File: config.mk
export PLATFORM = sky130hd
export DESIGN_NAME = step_clock_ctrl
export DESIGN_NICKNAME = d
export VERILOG_FILES = /design/src/rtl/step_clock_ctrl.sv
export SDC_FILE = /design/constraint.sdc
export NUM_CORES = 1
export LEC_CHECK = 0
export ABC_AREA = 1
export CAP_MARGIN = 20
export CORE_MARGIN = 4
export CORE_UTILIZATION = 30
export CTS_CLUSTER_SIZE = 8
export DETAILED_ROUTE_END_ITERATION = 10
export HOLD_SLACK_MARGIN = 0.03
export PLACE_DENSITY = 0.54
export SKIP_LAST_GASP = 1
export SYNTH_ARGS = -nofsm -noshare
export SYNTH_HDL_FRONTEND = slang
export SYNTH_SLANG_ARGS = --single-unit
File: constraint.sdc
create_clock -name iCLK -period 3.78 [get_ports iCLK]
set_clock_uncertainty 0.1 [all_clocks]
set_input_delay 0.756 -clock iCLK [delete_from_list [all_inputs] [get_ports iCLK]]
set_output_delay 0.756 -clock iCLK [all_outputs]
set_load 0.01 [all_outputs]
File: src/rtl/step_clock_ctrl.sv
// step_clock_ctrl: run control for the board top level on a single clock.
// It makes oCLKEn and oMemEn enable pulses, debounces the step key, and
// runs burst-N stepping with halt gating and an executed-cycle counter.
//
// Ports:
//   iCLK        system clock
//   iRST        asynchronous active-low reset
//   iStepKey    raw push-button, active-low
//   iMode       00 manual, 01 slow, 10 fast, 11 burst
//   iBurstLen   number of enables per burst
//   iHalt       datapath halt request
//   iClrCount   synchronous clear of oCycleCount
//   oCLKEn      one-cycle datapath enable
//   oMemEn      one-cycle free-running memory enable
//   oCycleCount count of issued oCLKEn pulses
//   oRunning    auto or burst stepping active
//   oBusy       burst in progress
module step_clock_ctrl #(
    parameter int SLOW_DIV     = 10000000,
    parameter int FAST_DIV     = 31,
    parameter int MEM_DIV      = 5,
    parameter int DEBOUNCE_CYC = 500000,
    parameter int CNT_W        = 32,
    parameter int BURST_W      = 16
) (
    input  logic               iCLK,
    input  logic               iRST,
    input  logic               iStepKey,
    input  logic [1:0]         iMode,
    input  logic [BURST_W-1:0] iBurstLen,
    input  logic               iHalt,
    input  logic               iClrCount,
    output logic               oCLKEn,
    output logic               oMemEn,
    output logic [CNT_W-1:0]   oCycleCount,
    output logic               oRunning,
    output logic               oBusy
);

    localparam int DMAX = (SLOW_DIV > FAST_DIV) ? SLOW_DIV : FAST_DIV;
    localparam int DW   = $clog2(DMAX);
    localparam int MW   = $clog2(MEM_DIV);
    localparam int KW   = $clog2(DEBOUNCE_CYC + 1);

    localparam logic [DW-1:0] SLOW_LAST = DW'(SLOW_DIV - 1);
    localparam logic [DW-1:0] FAST_LAST = DW'(FAST_DIV - 1);
    localparam logic [MW-1:0] MEM_LAST  = MW'(MEM_DIV - 1);
    localparam logic [KW-1:0] KEY_LAST  = KW'(DEBOUNCE_CYC - 1);

    localparam logic [1:0] M_MAN   = 2'b00;
    localparam logic [1:0] M_SLOW  = 2'b01;
    localparam logic [1:0] M_FAST  = 2'b10;
    localparam logic [1:0] M_BURST = 2'b11;

    typedef enum logic {S_IDLE, S_RUN} state_e;

    // key path
    logic          sync1_q, sync2_q;
    logic          deb_q, deb_d, deb_prev_q;
    logic [KW-1:0] dcnt_q, dcnt_d;
    logic          press;

    // mode, dividers, burst
    logic [1:0]         mode_q;
    logic               mode_chg;
    logic [DW-1:0]      div_q, div_d, div_last;
    logic               tick;
    logic [MW-1:0]      mdiv_q, mdiv_d;
    state_e             state_q, state_d;
    logic [BURST_W-1:0] rem_q, rem_d;
    logic               burst_start, burst_pulse;

    // outputs
    logic             clken_q, clken_d;
    logic             memen_q;
    logic             sfrun_q;
    logic [CNT_W-1:0] cnt_q, cnt_d;

    always_ff @(posedge iCLK or negedge iRST) begin
        if (!iRST) begin
            sync1_q    <= 1'b1;
            sync2_q    <= 1'b1;
            deb_q      <= 1'b1;
            deb_prev_q <= 1'b1;
            dcnt_q     <= '0;
        end else begin
            sync1_q    <= iStepKey;
            sync2_q    <= sync1_q;
            deb_q      <= deb_d;
            deb_prev_q <= deb_q;
            dcnt_q     <= dcnt_d;
        end
    end

    // A differing level must hold for DEBOUNCE_CYC samples in a row;
    // any matching sample drops the count back to zero.
    always_comb begin
        deb_d  = deb_q;
        dcnt_d = '0;
        if (sync2_q != deb_q) begin
            if (dcnt_q == KEY_LAST) begin
                deb_d = sync2_q;
            end else begin
                dcnt_d = dcnt_q + KW'(1);
            end
        end
    end

    assign press = deb_prev_q & ~deb_q;

    assign mode_chg = (iMode != mode_q);
    assign div_last = (mode_q == M_SLOW) ? SLOW_LAST : FAST_LAST;
    assign tick     = (div_q == div_last);

    always_comb begin
        div_d = div_q + DW'(1);
        if (mode_chg || burst_start || tick) begin
            div_d = '0;
        end
    end

    assign mdiv_d = (mdiv_q == MEM_LAST) ? '0 : mdiv_q + MW'(1);

    // burst FSM: state register
    always_ff @(posedge iCLK or negedge iRST) begin
        if (!iRST) begin
            state_q <= S_IDLE;
            rem_q   <= '0;
        end else begin
            state_q <= state_d;
            rem_q   <= rem_d;
        end
    end

    // burst FSM: next state
    always_comb begin
        state_d     = state_q;
        rem_d       = rem_q;
        burst_start = 1'b0;
        burst_pulse = 1'b0;
        unique case (state_q)
            S_IDLE: begin
                if (mode_q == M_BURST && !mode_chg && press
                    && iBurstLen != '0) begin
                    state_d     = S_RUN;
                    rem_d       = iBurstLen;
                    burst_start = 1'b1;
                end
            end
            S_RUN: begin
                // abort paths issue no further pulse
                if (mode_q != M_BURST || mode_chg || press || iHalt) begin
                    state_d = S_IDLE;
                end else if (tick) begin
                    burst_pulse = 1'b1;
                    rem_d       = rem_q - BURST_W'(1);
                    if (rem_q == BURST_W'(1)) begin
                        state_d = S_IDLE;
                    end
                end
            end
        endcase
    end

    // burst FSM and mode: output decode
    always_comb begin
        clken_d = 1'b0;
        unique case (mode_q)
            M_MAN:   clken_d = press;
            M_SLOW:  clken_d = tick & ~iHalt;
            M_FAST:  clken_d = tick & ~iHalt;
            M_BURST: clken_d = burst_pulse;
        endcase
    end

    always_comb begin
        cnt_d = cnt_q;
        if (iClrCount) begin
            cnt_d = '0;
        end else if (clken_q) begin
            cnt_d = cnt_q + CNT_W'(1);
        end
    end

    always_ff @(posedge iCLK or negedge iRST) begin
        if (!iRST) begin
            mode_q  <= M_MAN;
            div_q   <= '0;
            mdiv_q  <= '0;
            clken_q <= 1'b0;
            memen_q <= 1'b0;
            sfrun_q <= 1'b0;
            cnt_q   <= '0;
        end else begin
            mode_q  <= iMode;
            div_q   <= div_d;
            mdiv_q  <= mdiv_d;
            clken_q <= clken_d;
            memen_q <= (mdiv_q == MEM_LAST);
            sfrun_q <= (iMode == M_SLOW || iMode == M_FAST) & ~iHalt;
            cnt_q   <= cnt_d;
        end
    end

    assign oCLKEn      = clken_q;
    assign oMemEn      = memen_q;
    assign oCycleCount = cnt_q;
    assign oBusy       = (state_q == S_RUN);
    assign oRunning    = sfrun_q | oBusy;

endmodule

==> impl_results.md, run 1 <==
- Outcome: finished, final reports clean
- Portion of synthesized cell area occupied by the leading cell type: 39.4%
- Worst-case hold slack: 0.173 ns
- Overall Global Routing Usage: 14.1%
- Switching Share: 22.3%
- Clock period minus worst slack: 2.69 ns
- Yosys reg bits: 104
- Starting density of the core: 31.0%
- Internal power component: 1700 µW
- Clock Power Share: 42.9%
- Port buffer count: 58
- Reg-to-reg startpoint: oBusy
- Final hold violations: 0
- Fraction of power consumed by sequential logic: 51.6%
- Final total negative setup slack: 0 ns
- HPWL after DPL: 12300 µm
- Maximum number of pins on one net before global-route repair: 67
- Overflow after GRT: 0
- Max Slew Vio Count: 0
- Relative max-transition margin: 59.6%
- Count of vias placed by the detailed router: 5741
- Antenna diodes: 0
- Mean instance size in the synthesized netlist: 7.01 µm²
- Wire length of the first global-routing pass: 27600 µm
- Post-DR vias/cell: 4.62
- Startpoint Class: flip-flop
- Fill count: 2198
- Vias in the first global route: 5605
- Final clock period utilization by the worst path: 71.2%
- IR drop worst, VDD: 185 µV
- Die Height: 153 µm
- Critical-path maximum fanout: 15
- CTS Buffer Depth: 2
- Highest clock frequency the design can meet: 0.371 GHz
- Clk sinks: 104
- Worst setup path category: flip-flop to output pin
- Initial DRT Pass Iterations: 5
- I/O Pins: 59
- Post-CTS setup buffers: 0
- Sequential-to-total area share from yosys stat: 41.1%
- H-tree levels: 3
- TritonCTS Buffers: 9
- Worst-Skew Late Latency: 0.36 ns
- CTS tree: yes
- Capturing element type of the critical path: output pin
- Cell area after layout: 0.00754 mm²
- P_sw: 487 µW
- Cells after Synth: 906
- Die width: 153 µm
- Routed length per instance: 13.0 µm
- Kind of path behind the tightest hold check: input pin to async pin
- Largest area contributor in the synthesized netlist: sky130_fd_sc_hd__dfrtp_1
- Number of DRC markers in iteration 0: 269
- Main area contributors after synthesis: sky130_fd_sc_hd__dfrtp_1, sky130_fd_sc_hd__nand2_1, sky130_fd_sc_hd__nor2_1
- CTS clock-pin slew for the worst setup and hold paths: 0.07 ns
- Synthesis warning total: 0
- Hold bufs inserted after CTS: 0
- Post-layout net count: 1001
- Antenna violations before repair: 0
- Start point of the critical path: oBusy
- Slew at the pin closest to its max-slew limit: 0.607 ns
- Comb pwr share: 5.5%
- Core Rows: 52
- Maximum capacitance violations: 0
- Ratio of total power to cell area: 290 mW/mm²
- Cell at the root of the clock tree: sky130_fd_sc_hd__clkbuf_16
- Overall die area: 0.0235 mm²
- Placeable Area: 0.0205 mm²
- Synth Net Count: 939
- Critical path arrival: 1.84 ns
- Leakage Power: 0.00326 µW
- Total Routed Length: 16200 µm
- Cell area after technology mapping: 0.00635 mm²
- Synth unique cells: 42
- P&R area growth vs syn: 18.8%
- Routability congestion estimate from global placement: 0.868
- Number of cells upsized or downsized after cts: 0
- Finished Layout Cells: 1243
- Placed cell count: 1227
- Antenna Violating Nets Remaining: 0
- Unrepaired setup endpoints after global routing: no
- Post-DP Area: 0.00724 mm²
- Final routed DRC violation total: 0
- Fraction of layout instances using a drive strength above 1: 5.55%
- Setup violators final: 0
- Data required time at the worst endpoint: 2.92 ns
flip-flops by register name, indices dropped and copies added (netlist names):
name	flops
sync1_q	1
mode_q	2
oBusy	1
deb_prev_q	1
oMemEn	1
dcnt_q	19
oCycleCount	32
oCLKEn	1
div_q	24
sfrun_q	1
deb_q	1
sync2_q	1
mdiv_q	3
rem_q	16
cells in the mapped netlist (all sizes together):
library cell / count
nand2: 255
nor2: 200
dfrtp: 100
inv: 96
nand3: 66
nand4: 29
o21ai: 26
a21oi: 24
nor3: 23
xor2: 23
buf: 10
ha: 10
xnor2: 10
nand3b: 8
dfstp: 4
a31oi: 3
or2: 3
and3: 2
clkbuf: 2
nor3b: 2
o21bai: 2
a211oi: 1
a21o: 1
a22oi: 1
and2: 1
clkinv: 1
o211a: 1
o221a: 1
o31ai: 1
path summary, 6_finish.rpt:
path                            cells past startpoint  slack (ns)         endpoint
worst max-delay path                                2        1.09         oRunning
worst min-delay path                                1        0.17  oCycleCount[10]
worst max register to register                      7        1.64        rem_q[14]
worst min register to register                      0        0.28          sync2_q
max in group asynchronous                           3        2.62         div_q[7]
min in group iCLK                                   0        0.28          sync2_q
cell usage in the layout, fill, tap and decap left out, drive strengths merged, types with 2 or more instances in the layout:
master         netlist  layout
clkbuf               2      13
nor3                23      23
dfrtp              100     100
nor2               200     200
nand4               29      29
clkinv               1       3
nor3b                2       2
a31oi                3       3
xnor2               10      10
nand2              255     255
o21ai               26      26
a21oi               24      24
or2                  3       3
inv                 96      96
and3                 2       2
buf                 10       6
nand3b               8       8
nand3               66      66
ha                  10      10
clkdlybuf4s50        0      57
xor2                23      23
o21bai               2       2
dfstp                4       4
final cells by class:
cell class	count	area, µm²	area share [%]
multi-input combinational	693	3300	43.8
clock buffer	13	250	3.32
sequential	104	2610	34.6
inverter	97	364	4.83
clock inverter	3	43.8	0.581
tap	270	338	4.48
timing repair buffer	63	636	8.43
worst max-delay path, cell delays in order (launching register included):
cell	delay, ns
sky130_fd_sc_hd__dfrtp_1	0.60
sky130_fd_sc_hd__or2_2	0.40
sky130_fd_sc_hd__clkdlybuf4s50_1	0.48
per-layer routing:
metal  part of all wire (%)  track usage [%]  wire length, µm
met3                    3.5             3.00              560
met4                    1.0             3.57              168
met1                     50             19.4             8040
met5                      0                0                0
met2                     46             22.8             7430
metrics by stage:
stage               setup slack [ns]  util [%]  power (µW)
floorplan                       1.83         -        1200
global placement               0.952      35.2        1270
detailed placement             0.983      35.3        1270
CTS                             1.05      36.8        2240
global route                    1.02      36.8        2290
finish                          1.09      36.8        2190
power groups by stage:
stage / logic [µW] / clock network [µW] / registers (µW)
after floorplan: 50.4 / 0 / 1150
after global placement: 120 / 0 / 1150
after detailed placement: 123 / 0 / 1150
after CTS: 123 / 988 / 1130
after global routing: 136 / 1020 / 1130
final: 119 / 938 / 1130
kinds of logic after synthesis:
logic type / synth area share, %
compound gates: 5.34
flops: 41.1
simple gates: 40.1
xor+xnor: 4.55
buf+inv: 6.94
fa+ha+maj: 1.97
Power figures use the tool's default switching activity.
==> inputs of run 2 (changes only) <==
clock period = 2.5 ns   (was 3.78 ns; I/O delays follow)
==> run 2 against run 1 <==
- sequential share of layout area fell by 0.17 points
- largest cell class unchanged
- cell count rose by 0.56%
- combinational power rose by 61%
- die area did not move
- via count rose by 0.52%
- first-iteration DRC count rose by 33%
- global-route usage rose by 0.10 points
- worst hold slack improved by 0.10 ns
- core utilization rose by 0.18 points
- register-to-register slack got worse by 1.1 ns
- cell area rose by 0.48%
==> impl_results.md, run 2 (synthesis results as in run 1) <==
- Largest register FFs: 32
- Relative max-transition margin: 72.1%
- Ordered list of cells on the worst path: or2_2 -> clkdlybuf4s50_1
- Antenna violations before repair: 0
- Routability congestion estimate from global placement: 0.878
- Kind of path behind the tightest hold check: flip-flop to flip-flop
- Fraction of layout instances using a drive strength above 1: 6.22%
- Worst-Skew Late Latency: 0.36 ns
- Length in cells of the worst reg-to-reg path: 10
- CTS clock-pin slew for the worst setup and hold paths: 0.07 ns
- Startpoint Class: flip-flop
- Top Family by Delay on Critical Path: buffers and inverters
- Internal power component: 2450 µW
- Final hold violations: 0
- Post-DR vias/cell: 4.62
- Worst-case hold slack: 0.278 ns
- Util after Layout: 37.0%
- Multi-input combinational cell area: 0.00330 mm²
- Maximum capacitance violations: 0
- HPWL after DPL: 12800 µm
- Overall Global Routing Usage: 14.2%
- Final clock period utilization by the worst path: 86.9%
- Total Routed Length: 16400 µm
- Reg-to-reg startpoint: mode_q[1]
- Unrepaired setup endpoints after global routing: no
- Leakage Power: 0.00328 µW
- Most frequent standard cell in the layout excluding fill and tap cells: sky130_fd_sc_hd__nand2_1
- Start point of the critical path: oBusy
- Critical-path maximum fanout: 3
- Post-CTS setup buffers: 0
- Antenna Violating Nets Remaining: 0
- H-tree levels: 3
- Fill count: 2185
- Antenna diodes: 0
- Cell with the largest stage delay on the worst path: sky130_fd_sc_hd__clkdlybuf4s50_1
- Slowest cell delay on critical path: 0.48 ns
- Die Height: 153 µm
- Buf/Inv on CP: 1
- TritonCTS Buffers: 9
- Overall die area: 0.0235 mm²
- Port buffer count: 58
- Final routed DRC violation total: 0
- I/O Pins: 59
- Area taken by flip-flops and latches: 0.00261 mm²
- R2R setup slack: 0.55 ns
- Maximum number of pins on one net before global-route repair: 45
- Fraction of power consumed by sequential logic: 53.3%
- Slew at the pin closest to its max-slew limit: 0.415 ns
- Core Rows: 52
- Commonest non-fill, non-tap cells in the layout: sky130_fd_sc_hd__nand2_1, sky130_fd_sc_hd__nor2_1, sky130_fd_sc_hd__dfrtp_1
- Max Slew Vio Count: 0
- Switching Share: 23.5%
- Number of DRC markers in iteration 0: 357
- Cell at the root of the clock tree: sky130_fd_sc_hd__clkbuf_16
- Setup violators final: 0
- Post-layout net count: 1009
- CTS tree: yes
- Overflow after GRT: 0
- Clock Power Share: 40.8%
- Count of vias placed by the detailed router: 5771
- CTS Buffer Depth: 2
- Endpoint of the worst-slack reg-to-reg timing path: rem_q[11]
- Capturing element type of the critical path: output pin
- Outcome: finished, final reports clean
- Worst setup path endpoint: oRunning
- Comb pwr share: 6.0%
- Die width: 153 µm
- Critical path arrival: 1.57 ns
- Clk sinks: 104
- IR drop worst, VDD: 298 µV
- Logic depth of the worst setup path including buffers: 2
- Final total negative setup slack: 0 ns
- P_sw: 754 µW
- Clock period minus worst slack: 2.17 ns
- Highest clock frequency the design can meet: 0.460 GHz
- P&R area growth vs syn: 19.3%
- Worst setup path category: flip-flop to output pin
- Vias in the first global route: 5628
- Ratio of total power to cell area: 423 mW/mm²
- Wire length of the first global-routing pass: 27700 µm
- Data required time at the worst endpoint: 1.90 ns
- Routed length per instance: 13.1 µm
- Placeable Area: 0.0205 mm²
- Initial DRT Pass Iterations: 5
- Starting density of the core: 31.0%
-- run 2: how the worst min path moves through the flow --
stage | startpoint | to | cells past startpoint | slack, ns
final | sync1_q | sync2_q | 0 | 0.28
after global routing | sync1_q | sync2_q | 0 | 0.28
after CTS | sync1_q | sync2_q | 0 | 0.29
after detailed placement | sync1_q | sync2_q | 0 | 0.28
after global placement | sync1_q | sync2_q | 0 | 0.27
after floorplan | iRST | dcnt_q[0] | 0 | 0.10
-- run 2: metrics by stage --
stage | power (µW) | instances | instance area, µm² | setup slack, ns
4_1_cts | 3270 | 1250 | 7570 | 0.283
6_report | 3200 | 1250 | 7570 | 0.327
3_5_place_dp | 1940 | 1234 | 7300 | 0.165
3_3_place_gp | 1930 | 1234 | 7300 | 0.186
2_1_floorplan | 1810 | 906 | 6350 | 0.797
5_1_grt | 3360 | 1250 | 7570 | 0.266
-- run 2: timing repair --
item | 4_1_cts | 5_1_grt
hold buffers | 1 | 0
resized for setup | 0 | 0
endpoints found under the hold margin | 16 | 0
-- run 2: layout make-up --
| class | instances | area share [%] |
|---|---|---|
| clock inverters | 4 | 0.396 |
| flip-flops and latches | 104 | 34.4 |
| multi-input cells | 693 | 43.6 |
| inverters | 97 | 4.81 |
| well taps | 270 | 4.46 |
| clock buffers | 11 | 3.07 |
| repair buffers | 71 | 9.28 |
-- run 2: layer usage --
| layer | global-route usage (%) | part of all wire [%] |
|---|---|---|
| met2 | 23.5 | 46 |
| met5 | 0 | 0 |
| met3 | 3.05 | 3.6 |
| met4 | 3.49 | 1.2 |
| met1 | 19.1 | 49 |
-- run 2: worst reg2reg max path: stages, from the launching register on --
cell                      delay [ns]
sky130_fd_sc_hd__dfrtp_1        0.42
sky130_fd_sc_hd__inv_1          0.09
sky130_fd_sc_hd__ha_1           0.23
sky130_fd_sc_hd__nor2_1         0.12
sky130_fd_sc_hd__nand2_1        0.08
sky130_fd_sc_hd__a21oi_2        0.15
sky130_fd_sc_hd__nand3_2        0.14
sky130_fd_sc_hd__nand2_4        0.21
sky130_fd_sc_hd__nand2_4        0.17
sky130_fd_sc_hd__nand2_1        0.10
sky130_fd_sc_hd__nand2_1        0.05
-- run 2: power groups by stage --
stage               registers [µW]  logic (µW)  clock network [µW]
floorplan                     1730        76.2                   0
global placement              1740         197                   0
detailed placement            1740         197                   0
CTS                           1710         199                1370
global route                  1710         217                1440
finish                        1710         191                1310
